<file path="config.mk">
export PLATFORM = sky130hd
export DESIGN_NAME = geofence_src
export DESIGN_NICKNAME = d
export VERILOG_FILES = /design/src/rtl/geofence_src.sv
export SDC_FILE = /design/constraint.sdc
export NUM_CORES = 1
export LEC_CHECK = 0
export CORE_UTILIZATION = 40
export CTS_BUF_LIST = sky130_fd_sc_hd__clkbuf_4 sky130_fd_sc_hd__clkbuf_8
export CTS_CLUSTER_SIZE = 40
export DETAILED_ROUTE_END_ITERATION = 7
export MAX_ROUTING_LAYER = met4
export PLACE_DENSITY = 0.58
export SYNTH_ARGS = -nofsm -noshare
export SYNTH_HDL_FRONTEND = slang
export SYNTH_SLANG_ARGS = --single-unit
</file>
<file path="constraint.sdc">
create_clock -name clk -period 2.4 [get_ports clk]
set_input_delay 0.36 -clock clk [delete_from_list [all_inputs] [get_ports clk]]
set_output_delay 0.36 -clock clk [all_outputs]
set_load 0.02 [all_outputs]
</file>
<file path="src/rtl/geofence_src.sv">
// geofence_src: transmit-side driver for the geofence coordinate interface.
//
// Holds one round of NUM_PTS points (point 0 = object, 1..6 = fence
// receivers). On start the points are streamed on X/Y one per cycle, then
// the block waits for the geofence valid/is_inside answer (bounded by
// TIMEOUT_CYC cycles) and latches the result.
//
// Ports:
//   clk, reset        clock (rising edge), asynchronous active-low reset
//   wr_en/wr_addr/    buffer write, honoured in IDLE only; wr_addr 7 ignored
//   wr_x/wr_y
//   start             begin a round (IDLE only)
//   X, Y, pt_vld,     point stream to the geofence core
//   pt_idx
//   valid, is_inside  geofence result strobe and value
//   busy              high in SEND and WAIT
//   done              one-cycle pulse at end of round
//   result, timeout   latched outcome of the last completed round
//
// Optional build macro GEOFENCE_SRC_STATS_EN adds clr_stats input and
// saturating round_cnt / inside_cnt outputs.

// One buffer entry: an X/Y pair with its own write strobe.
module geofence_src_pt #(
  parameter int W = 20
) (
  input  logic         clk,
  input  logic         reset,
  input  logic         we_i,
  input  logic [W-1:0] d_i,
  output logic [W-1:0] q_o
);
  always_ff @(posedge clk or negedge reset) begin
    if (!reset)    q_o <= '0;
    else if (we_i) q_o <= d_i;
  end
endmodule

module geofence_src #(
  parameter int COORD_W     = 10,
  parameter int NUM_PTS     = 7,
  parameter int TIMEOUT_CYC = 255
) (
  input  logic               clk,
  input  logic               reset,
  input  logic               wr_en,
  input  logic [2:0]         wr_addr,
  input  logic [COORD_W-1:0] wr_x,
  input  logic [COORD_W-1:0] wr_y,
  input  logic               start,
  output logic [COORD_W-1:0] X,
  output logic [COORD_W-1:0] Y,
  output logic               pt_vld,
  output logic [2:0]         pt_idx,
  input  logic               valid,
  input  logic               is_inside,
  output logic               busy,
  output logic               done,
  output logic               result,
  output logic               timeout
`ifdef GEOFENCE_SRC_STATS_EN
  ,
  input  logic               clr_stats,
  output logic [7:0]         round_cnt,
  output logic [7:0]         inside_cnt
`endif
);

  localparam int PW = 2 * COORD_W;
  localparam logic [2:0] LAST_IDX = 3'(NUM_PTS - 1);
  // Timer counts WAIT cycles already spent; the last allowed one is TIMEOUT_CYC-1.
  localparam logic [7:0] TMO_LAST = 8'(TIMEOUT_CYC - 1);

  typedef enum logic [1:0] {S_IDLE, S_SEND, S_WAIT, S_DONE} state_e;

  state_e     state_q, state_d;
  logic [2:0] idx_q, idx_d;
  logic [7:0] tmr_q, tmr_d;
  logic       result_q, result_d;
  logic       timeout_q, timeout_d;
  logic       busy_q, done_q;

  // ---------------- point buffer ----------------
  logic [NUM_PTS-1:0][PW-1:0] buf_q;

  for (genvar g = 0; g < NUM_PTS; g++) begin : g_pt
    logic we;
    // Writes land only in IDLE, so the buffer is frozen for the whole round.
    // A write sampled with start still lands before SEND reads it.
    assign we = (state_q == S_IDLE) && wr_en && (wr_addr == 3'(g));
    geofence_src_pt #(.W(PW)) u_pt (
      .clk   (clk),
      .reset (reset),
      .we_i  (we),
      .d_i   ({wr_x, wr_y}),
      .q_o   (buf_q[g])
    );
  end

  // ---------------- sequencing FSM ----------------
  always_ff @(posedge clk or negedge reset) begin
    if (!reset) begin
      state_q   <= S_IDLE;
      idx_q     <= '0;
      tmr_q     <= '0;
      result_q  <= 1'b0;
      timeout_q <= 1'b0;
      busy_q    <= 1'b0;
      done_q    <= 1'b0;
    end else begin
      state_q   <= state_d;
      idx_q     <= idx_d;
      tmr_q     <= tmr_d;
      result_q  <= result_d;
      timeout_q <= timeout_d;
      busy_q    <= (state_d == S_SEND) || (state_d == S_WAIT);
      done_q    <= (state_d == S_DONE);
    end
  end

  always_comb begin
    state_d   = state_q;
    idx_d     = idx_q;
    tmr_d     = tmr_q;
    result_d  = result_q;
    timeout_d = timeout_q;
    unique case (state_q)
      S_IDLE: begin
        if (start) begin
          state_d = S_SEND;
          idx_d   = '0;
        end
      end
      S_SEND: begin
        if (idx_q == LAST_IDX) begin
          state_d = S_WAIT;
          idx_d   = '0;
          tmr_d   = '0;
        end else begin
          idx_d = idx_q + 3'd1;
        end
      end
      S_WAIT: begin
        // valid takes priority over an expiring timer in the same cycle
        if (valid) begin
          result_d  = is_inside;
          timeout_d = 1'b0;
          state_d   = S_DONE;
        end else if (tmr_q == TMO_LAST) begin
          result_d  = 1'b0;
          timeout_d = 1'b1;
          state_d   = S_DONE;
        end else begin
          tmr_d = tmr_q + 8'd1;
        end
      end
      S_DONE: state_d = S_IDLE;
      default: state_d = S_IDLE;
    endcase
  end

  // ---------------- outputs ----------------
  // Stream outputs decode straight from registered state so point 0 shows
  // the cycle after start is sampled and drops to zero outside SEND.
  assign pt_vld  = (state_q == S_SEND);
  assign pt_idx  = pt_vld ? idx_q : 3'd0;
  assign X       = pt_vld ? buf_q[idx_q][PW-1:COORD_W] : '0;
  assign Y       = pt_vld ? buf_q[idx_q][COORD_W-1:0]  : '0;
  assign busy    = busy_q;
  assign done    = done_q;
  assign result  = result_q;
  assign timeout = timeout_q;

`ifdef GEOFENCE_SRC_STATS_EN
  logic [7:0] round_cnt_q, inside_cnt_q;

  // Counters bump on the DONE cycle; result_q already holds the round outcome.
  always_ff @(posedge clk or negedge reset) begin
    if (!reset) begin
      round_cnt_q  <= '0;
      inside_cnt_q <= '0;
    end else if (clr_stats) begin
      round_cnt_q  <= '0;
      inside_cnt_q <= '0;
    end else if (state_q == S_DONE) begin
      if (round_cnt_q != 8'hFF)              round_cnt_q  <= round_cnt_q + 8'd1;
      if (result_q && inside_cnt_q != 8'hFF) inside_cnt_q <= inside_cnt_q + 8'd1;
    end
  end

  assign round_cnt  = round_cnt_q;
  assign inside_cnt = inside_cnt_q;
`endif

endmodule
</file>
# Word level (Yosys, flattened, before mapping)
# Cells that the tools add are included.
[word_totals]
output_inout_bits = 28
ff_bits = 157
word_cells = 73
in_bits = 29
[classes]
addsub = 2
n_eq_ne = 18
muxes = 21
n_reduce_logical = 17
order_cmp = 1
[op_table]
columns = ["op", "n"]
rows = [
  ["binary-select mux 20 bit (select 3 bit)", 1],
  ["2-to-1 mux 8 bit", 3],
  ["2-to-1 mux 10 bit", 2],
  ["2-to-1 mux 20 bit", 1],
  ["one-hot mux 8 bit (2 select lines)", 1],
  ["equality test 3 bit (second input constant)", 4],
  ["2-to-1 mux 3 bit", 3],
  ["adder 8 x 1 -> 8 bit (second input constant)", 1],
  ["equality test 2 bit (second input constant)", 4],
  ["equality test 8 bit (second input constant)", 1],
  ["logical AND 1 bit", 8],
  ["2-to-1 mux 2 bit", 4],
  ["one-hot mux 2 bit (4 select lines)", 1],
  ["equality test 3 x 2 -> 1 bit (second input constant)", 2],
  ["!= test 2 bit (second input constant)", 3],
  ["one-hot mux 3 bit (2 select lines)", 1],
  ["nonzero test 2 bit", 3],
  ["equality test 2 x 1 -> 1 bit (second input constant)", 2],
  ["less-than comparator 3 x 4 -> 1 bit (second input constant)", 1],
  ["2-to-1 mux 1 bit", 4],
  ["AND reduction 2 bit", 2],
  ["AND reduction 4 bit", 1],
  ["adder 3 x 1 -> 3 bit (second input constant)", 1],
  ["equality test 3 x 1 -> 1 bit (second input constant)", 1],
  ["other kinds (4)", 4],
]

# Logic depth before layout (Yosys ltp)
# Gate-level depths: netlist of run 1.
[depth]
ltp_word = 6
ltp_mapped = 7
ltp_nobuf = 7

# Cells and area by module
# From an unflattened synthesis of run 1, not the netlist that was laid out.
[unflattened]
cells_unflattened = 533
area_unflattened_um2 = 7980.2
[by_module_without_submodules]
columns = ["module", "instances", "cells_each", "area_per_inst_um2", "seq_area_each_um2"]
rows = [
  ["geofence_src_pt", 7, 42, 823.3, 500.5],
  ["geofence_src", 1, 239, 2217.1, 425.4],
]

# Least setup slack after synthesis of run 1
# Ideal clock, no wire load.
[synth_timing]
path_kind = "register -> output"
start = "register idx_q[1]"
end = "output X[1]"
required_ns = 2.040
path_buffers = 2
path_slack_ns = 0.419
arrival_time_ns = 1.621
path_stages_with_launch = 6
path_cell_list = "dfrtp_1 -> buf_2 -> buf_2 -> mux4_2 -> nor2_1 -> a211oi_1"
[synth_via]
elab_chain_len = 3
[synth_rtl]
columns = ["element", "line", "text"]
rows = [
  ["start, declared", "77", "logic [2:0] idx_q, idx_d;"],
  ["start signal, assigned", "112", "idx_q <= idx_d;"],
  ["binary-select mux 20 bit (select 3 bit)", "167", "assign X = pt_vld ? buf_q[idx_q][PW-1:COORD_W] : '0;"],
  ["2-to-1 mux 20 bit", "--", ""],
  ["2-to-1 mux 10 bit", "167", ""],
  ["end, declared", "51", "output logic [COORD_W-1:0] X,"],
]
# Every way passes these cells. The select of a mux whose other input is x is not followed.

# Worst setup path after layout of run 1
[layout_timing]
start = "register idx_q[0]"
end = "output Y[7]"
[layout_via]
elab_chain_len = 3
[layout_rtl]
columns = ["element", "line", "text"]
rows = [
  ["binary-select mux 20 bit (select 3 bit)", "168", "assign Y = pt_vld ? buf_q[idx_q][COORD_W-1:0] : '0;"],
  ["2-to-1 mux 20 bit (not written as such)", "168", ""],
  ["2-to-1 mux 10 bit", "168", ""],
  ["end, declared", "52", "output logic [COORD_W-1:0] Y,"],
]
# Every way passes these cells. The select of a mux whose other input is x is not followed.

==> flow_summary.yaml, run 1 <==
placed_design:
  dpl_cell_area_um2: 8260
  placed_cells: 816
  place.gp.congestion: 0.799
  portBuffers: 56
  dp_hpwl_um: 10500
global_route:
  antenna_found_initial: 1
  grt_pass1_wl_um: 26800
  grt_max_degree: 67
  grt_pass1_vias: 4945
  gr-total-overflow: 0
  grt_usage_pct: 20.1
sta:
  fin_crit_sh_pct: 103
  skew_ns: 0.0113
  min_period_ns: 2.47
  setup_viol: 10
  setup_ws_ns: -0.0740
  timing.hold.ws_ns: 0.470
  fmax_mhz: 404
  tightest_slew_ns: 0.672
  drv_slew: 0
  rsz0062_at_grt: "yes"
  hold_viol_final: 0
  slew_headroom_pct: 55.2
critical_path:
  cp_slowest_cell: "dfrtp_2"
  critPathArrivalTime_ns: 2.11
  worstPathCellList: "buf_12 > mux4_2 > a221o_1 > buf_6"
  worstPathMaxFanout: 6
  slowest_delay_ns: 0.50
  crit_end: "Y[7]"
  crit_type: "register to output port"
  cp_top_family: "flip-flops"
  endpoint_kind: "output port"
  cp.required_ns: 2.04
  rr_worst_depth: 8
  r2r_end: "busy"
  critPathBufInv: 2
  crit_cells: 4
  ff2ff_setup_slack_ns: 0.35
  worstReg2RegStart: "idx_q[0]"
  startpoint_type: "register"
  cp-startpoint: "idx_q[0]"
finish:
  final_common_cell: "dfrtp_1"
  final_area_um2: 8910
  layout_common_cells: "dfrtp_1, mux2_2, buf_4"
  area_growth_pct: 23.2
  utilization_pct: 51.0
  stdcell_count: 863
  nets: 657
  drive_above_1_share_pct: 45.8
floorplan:
  initial_core_util_pct: 41.4
  io_pins: 57
  fp-row-count: 48
  die_area_um2: 18600
  fp.coreArea_um2: 17500
  die_h_um: 136
  die_w_um: 136
clock_network:
  clockBufferDepth: 2
  cts.sinks: 157
  cts_root_buffer: "clkbuf_8"
  clk_latency_ns: 0.45
  cts_tree: "built"
  cts_buffers: 17
  cts_max_level: 4
  clk_pin_slew_ns: 0.08
flow_run:
  drv_cap: 0
yosys:
  syn_nets: 563
  synth-simple-area-share_pct: 6.04
  synthAdderAreaFrac_pct: 0.519
  ys.warnings.count: 0
  syn_inst: 531
  synth-compound-area-share_pct: 5.83
  avgSynthCellArea_um2: 13.6
  synth_top_family_by_area: "multiplexers"
  ys_seq_area_share_pct: 54.3
  post_synth_num_cell_types: 42
  synth_xor_area_share_pct: 0
  netlist_area_um2: 7230
  synthMuxAreaShare_pct: 30.8
  ys_ff_latch: 157
outcome:
  run_status: "finished with violations"
  failed_checks: "setup timing"
pwr:
  cellLeakagePower_nw: 4.04
  vdd_drop_max_uv: 607
  p_per_area_nw_per_um2: 1270
  finalPower_mw: 11.3
route:
  ant_nets: 0
  first_iter_violations: 197
  via_count: 4590
  viasPerCell: 5.32
  dr.pass1.iters: 4
  wirelength_um: 16500
  wl_per_cell_um: 19.1
  drc_errors: 0
hold_path:
  holdCritPathClass: "input pin to register"
[through the flow]
step	setup TNS [ns]	setup slack, ns
6_report	-0.344	-0.0740
4_1_cts	-1.13	-0.142
3_5_place_dp	-0.000776	-0.000776
5_1_grt	-2.05	-0.158
2_1_floorplan	0	0.419
3_3_place_gp	0	0.0115
[report_power, final]
group / internal, mW / switching (mW) / total, mW
combinational: 2.75 / 2.20 / 4.95
clock: 1.08 / 0.965 / 2.05
sequential: 3.75 / 0.580 / 4.33
total: 7.58 / 3.74 / 11.3
[per-layer routing]
metal / routed length (µm) / vias up / global-route usage (%)
li1: - / 2136 / -
met1: 7530 / 2369 / 24.3
met2: 8330 / 71 / 33.7
met3: 463 / 14 / 4.62
met4: 163 / 0 / 5.43
met5: 0 / - / -
[final cells by class]
type / count / area, µm²
repair buffers: 108 / 1050
clock buffers: 20 / 269
multi-input cells: 335 / 3210
inverters: 6 / 22.5
diodes: 1 / 2.50
well taps: 225 / 282
clock inverters: 11 / 143
fillers: 1525 / 8570
flip-flops and latches: 157 / 3930
[state kept, by name, summed over array words and instances, names as in the netlist]
register and flops:
g_pt.u_pt.q_o 140, busy 1, timeout 1, idx_q 3, state_q 2, tmr_q 8
done 1, result 1
[worst register-to-register path: cells and delay by family (launching register included)]
kind | cells | cell delay, ns
buf+inv | 5 | 0.57
flops | 1 | 0.50
compound gates | 1 | 0.38
fa+ha+maj | 1 | 0.29
simple gates | 1 | 0.20
[how the worst min path moves through the flow]
stage,startpoint,endpoint,slack (ns),cells past startpoint
after global placement,reset,g_pt[4].u_pt.q_o[12],0.41,1
after detailed placement,reset,g_pt[5].u_pt.q_o[12],0.43,1
after CTS,is_inside,result,0.45,3
after floorplan,reset,busy,0.06,0
after global routing,is_inside,result,0.46,3
final,is_inside,result,0.47,3
[cells by family (layout without fill, tap and decap cells)]
logic type,after synthesis,after routing
buffers and inverters,39,145
adders and majority gates,3,3
muxes,180,180
other,0,1
and+or+nand+nor,91,91
AOI/OAI and AO/OA,61,61
DFF,157,157
[synthesized netlist by cell type]
library cell	count	area share, %
and3b_1	1	0.12
buf_2	23	1.6
mux2i_1	20	2.8
o21bai_1	2	0.21
and4_1	1	0.12
a31o_2	1	0.12
o22ai_1	1	0.087
o21ai_0	9	0.62
a211oi_1	12	1.2
nand2_1	21	1.1
nand2b_1	4	0.35
and3_1	1	0.087
clkbuf_1	6	0.31
o311ai_0	1	0.12
nor3_4	1	0.22
or4b_1	1	0.14
ha_1	3	0.52
a22o_1	1	0.12
dfrtp_1	157	54
and2_1	3	0.26
nand4_1	2	0.17
inv_1	6	0.31
a221o_1	8	1.1
mux4_2	20	6.2
or3_1	1	0.087
mux2_2	140	22
o211a_1	1	0.14
a21oi_1	15	1.0
a211o_1	1	0.12
nor3_1	2	0.14
buf_4	2	0.21
o211ai_1	1	0.10
o21ba_2	1	0.14
buf_1	2	0.10
nor4b_2	1	0.21
a22oi_1	2	0.21
nor3b_1	1	0.10
nor2b_1	5	0.43
nand3_1	7	0.48
o21a_1	1	0.10
a31oi_1	4	0.35
nor2_1	39	2.0
[repair_timing]
action                                  in CTS  in global routing
cloned                                       1                  0
endpoints found under the setup margin      23                 20
resized for setup                          136                 14
pin swaps                                    4                  4
buffers inserted                            13                  3
hold buffers                                 1                  0
hold endpoints to repair                    63                  0
(Power assumes the default switching activity.)
==> inputs of run 2 (changes only) <==
--- a/config.mk
+++ b/config.mk
@@ -5,12 +5,14 @@
 export SDC_FILE = /design/constraint.sdc
 export NUM_CORES = 1
 export LEC_CHECK = 0
+export CELL_PAD_IN_SITES_DETAIL_PLACEMENT = 1
+export CELL_PAD_IN_SITES_GLOBAL_PLACEMENT = 1
 export CORE_UTILIZATION = 40
 export CTS_BUF_LIST = sky130_fd_sc_hd__clkbuf_4 sky130_fd_sc_hd__clkbuf_8
 export CTS_CLUSTER_SIZE = 40
 export DETAILED_ROUTE_END_ITERATION = 7
 export MAX_ROUTING_LAYER = met4
-export PLACE_DENSITY = 0.58
+export PLACE_DENSITY = 0.68
 export SYNTH_ARGS = -nofsm -noshare
 export SYNTH_HDL_FRONTEND = slang
 export SYNTH_SLANG_ARGS = --single-unit
==> run 2 against run 1 <==
  * The run still ends with setup timing left
  * Wire length rose by 9.1%
  * Critical path depth rose by 1
  * Maximum frequency rose by 0.44%
  * First-iteration DRC count rose by 7.6%
  * Largest cell class unchanged
  * Power rose by 0.80%
  * Sequential share of layout area fell by 0.18 points
  * Register-to-register slack improved by 0.18 ns
  * Critical endpoint is now X[9]
  * Final cell count rose by 0.35%
  * Setup slack improved by 0.011 ns
  * Count of clock-buffer cells in the layout fell by 1
  * Sequential power barely moved
  * Core utilization rose by 0.21 points
==> flow_summary.yaml, run 2 (synthesized netlist as in run 1, its figures left out) <==
outcome:
  run_status: "finished with violations"
  failed_checks: "setup timing"
critical_path:
  cp-startpoint: "idx_q[0]"
  endpoint_kind: "output port"
  crit_end: "X[9]"
  rr_worst_depth: 7
  ff2ff_setup_slack_ns: 0.53
  cp_slowest_cell: "mux4_2"
  r2r_end: "busy"
  worstPathCellList: "buf_12 > buf_8 > mux4_2 > a221o_1 > buf_6"
  worstPathMaxFanout: 6
  startpoint_type: "register"
  slowest_delay_ns: 0.49
  cp.required_ns: 2.04
  critPathArrivalTime_ns: 2.10
  crit_type: "register to output port"
  worstReg2RegStart: "tmr_q[0]"
clock_network:
  clockBufferDepth: 2
  cts_root_buffer: "clkbuf_8"
  cts_buffers: 17
  cts_max_level: 4
  cts.sinks: 157
  clk_pin_slew_ns: 0.09
  cts_tree: "built"
  clk_latency_ns: 0.47
sta:
  slew_headroom_pct: 66.4
  drv_slew: 0
  setup_ws_ns: -0.0632
  setup_viol: 8
  rsz0062_at_grt: "yes"
  hold_viol_final: 0
  tightest_slew_ns: 0.502
  min_period_ns: 2.46
  skew_ns: 0.0104
  fin_crit_sh_pct: 103
  fmax_mhz: 406
route:
  ant_nets: 0
  via_count: 4741
  wirelength_um: 18000
  dr.pass1.iters: 5
  viasPerCell: 5.47
  wl_per_cell_um: 20.8
  drc_errors: 0
  first_iter_violations: 212
global_route:
  grt_pass1_wl_um: 29200
  antenna_found_initial: 0
  gr-total-overflow: 0
  grt_pass1_vias: 5261
  grt_max_degree: 51
  grt_usage_pct: 21.7
finish:
  fillers: 1735
  utilization_pct: 51.2
  drive_above_1_share_pct: 46.3
  stdcell_count: 866
  regMostFlops: "g_pt.u_pt.q_o"
  top_regs: "g_pt.u_pt.q_o x140, tmr_q x8, idx_q x3"
  register_area_um2: 3930
  antennaDiodeCount: 0
  nets: 660
  largest_register_ffs: 140
  area_growth_pct: 23.7
  layout_common_cells: "dfrtp_1, mux2_2, buf_4"
  multiInputGateArea_um2: 3210
  final_common_cell: "dfrtp_1"
pwr:
  cellLeakagePower_nw: 4.04
  p_per_area_nw_per_um2: 1280
  vdd_drop_max_uv: 574
  finalPower_mw: 11.4
floorplan:
  die_w_um: 136
  initial_core_util_pct: 41.4
  fp-row-count: 48
  die_area_um2: 18600
  die_h_um: 136
  io_pins: 57
  fp.coreArea_um2: 17500
placed_design:
  place.gp.congestion: 0.806
  portBuffers: 56
  placed_cells: 822
  dp_hpwl_um: 12200
hold_path:
  holdCritPathClass: "input pin to async pin"
flow_run:
  drv_cap: 0
## run 2: cell count changes in the layout (fill, tap and decap cells not counted), moves of 2 or more
cell / change
nor2_2: -2
buf_12: +3
clkinvlp_4: +4
nor2_1: +2
buf_6: -5
buf_2: +5
clkinv_2: -2
## run 2: repair_timing
action | 4_1_cts | 5_1_grt
endpoints found under the setup margin | 23 | 21
hold buffers | 1 | 0
cloned | 1 | 0
setup buffers | 5 | 5
endpoints found under the hold margin | 46 | 0
pin swaps | 2 | 4
resized for setup | 121 | 21
## run 2: power by group
part	leakage, nW	internal, mW	total, mW	switching (mW)
clock network	0.184	0.963	2.00	1.04
logic	1.86	2.78	5.07	2.29
registers	2.00	3.75	4.35	0.601
## run 2: layout make-up
cell class                      instances  share of cell area, %
Clock buffer                           19                   2.85
Clock inverter                         13                   1.58
Inverter                                6                  0.252
Multi-Input combinational cell        335                   35.9
Sequential cell                       157                   43.9
Tap cell                              225                   3.15
Timing Repair Buffer                  111                   12.3
## run 2: metal layers
metal	wire length [µm]	global-route usage, %	share of wire (%)
met5	0	-	0
met4	197	5.74	1.1
met3	427	3.58	2.4
met2	9280	36.5	52
met1	8070	27.1	45
## run 2: how the worst min path moves through the flow
stage	startpoint	to	cells after the start
after floorplan	reset	busy	0
after global placement	reset	g_pt[1].u_pt.q_o[10]	1
after detailed placement	reset	busy	1
after CTS	reset	busy	2
after global routing	reset	done	2
final	reset	g_pt[1].u_pt.q_o[10]	2
## run 2: per-stage QoR
stage / hold slack [ns] / cell area (µm²) / worst slack, ns / setup TNS [ns]
finish: 0.400 / 8950 / -0.0632 / -0.224
global route: 0.427 / 8950 / -0.129 / -0.880
CTS: 0.408 / 8840 / -0.0776 / -0.391
detailed placement: 0.334 / 8360 / -0.0113 / -0.0257
global placement: 0.329 / 8360 / -0.0103 / -0.0379
floorplan: 0.0644 / 7230 / 0.419 / 0
## run 2: critical path, delay by kind of cell (launching register included)
| kind | cells | cell delay [ns] |
|---|---|---|
| AO/OA/AOI/OAI | 1 | 0.37 |
| buffers and inverters | 3 | 0.38 |
| flip-flops | 1 | 0.40 |
| multiplexers | 1 | 0.49 |
==> inputs of run 3 (changes only) <==
--- a/config.mk
+++ b/config.mk
@@ -11,6 +11,7 @@
 export CTS_BUF_LIST = sky130_fd_sc_hd__clkbuf_4 sky130_fd_sc_hd__clkbuf_8
 export CTS_CLUSTER_SIZE = 40
 export DETAILED_ROUTE_END_ITERATION = 7
+export GPL_TIMING_DRIVEN = 1
 export MAX_ROUTING_LAYER = met4
 export PLACE_DENSITY = 0.68
 export SYNTH_ARGS = -nofsm -noshare
==> results of run 3 <==
Final layout, timing and power as in run 2 (identical DEF).
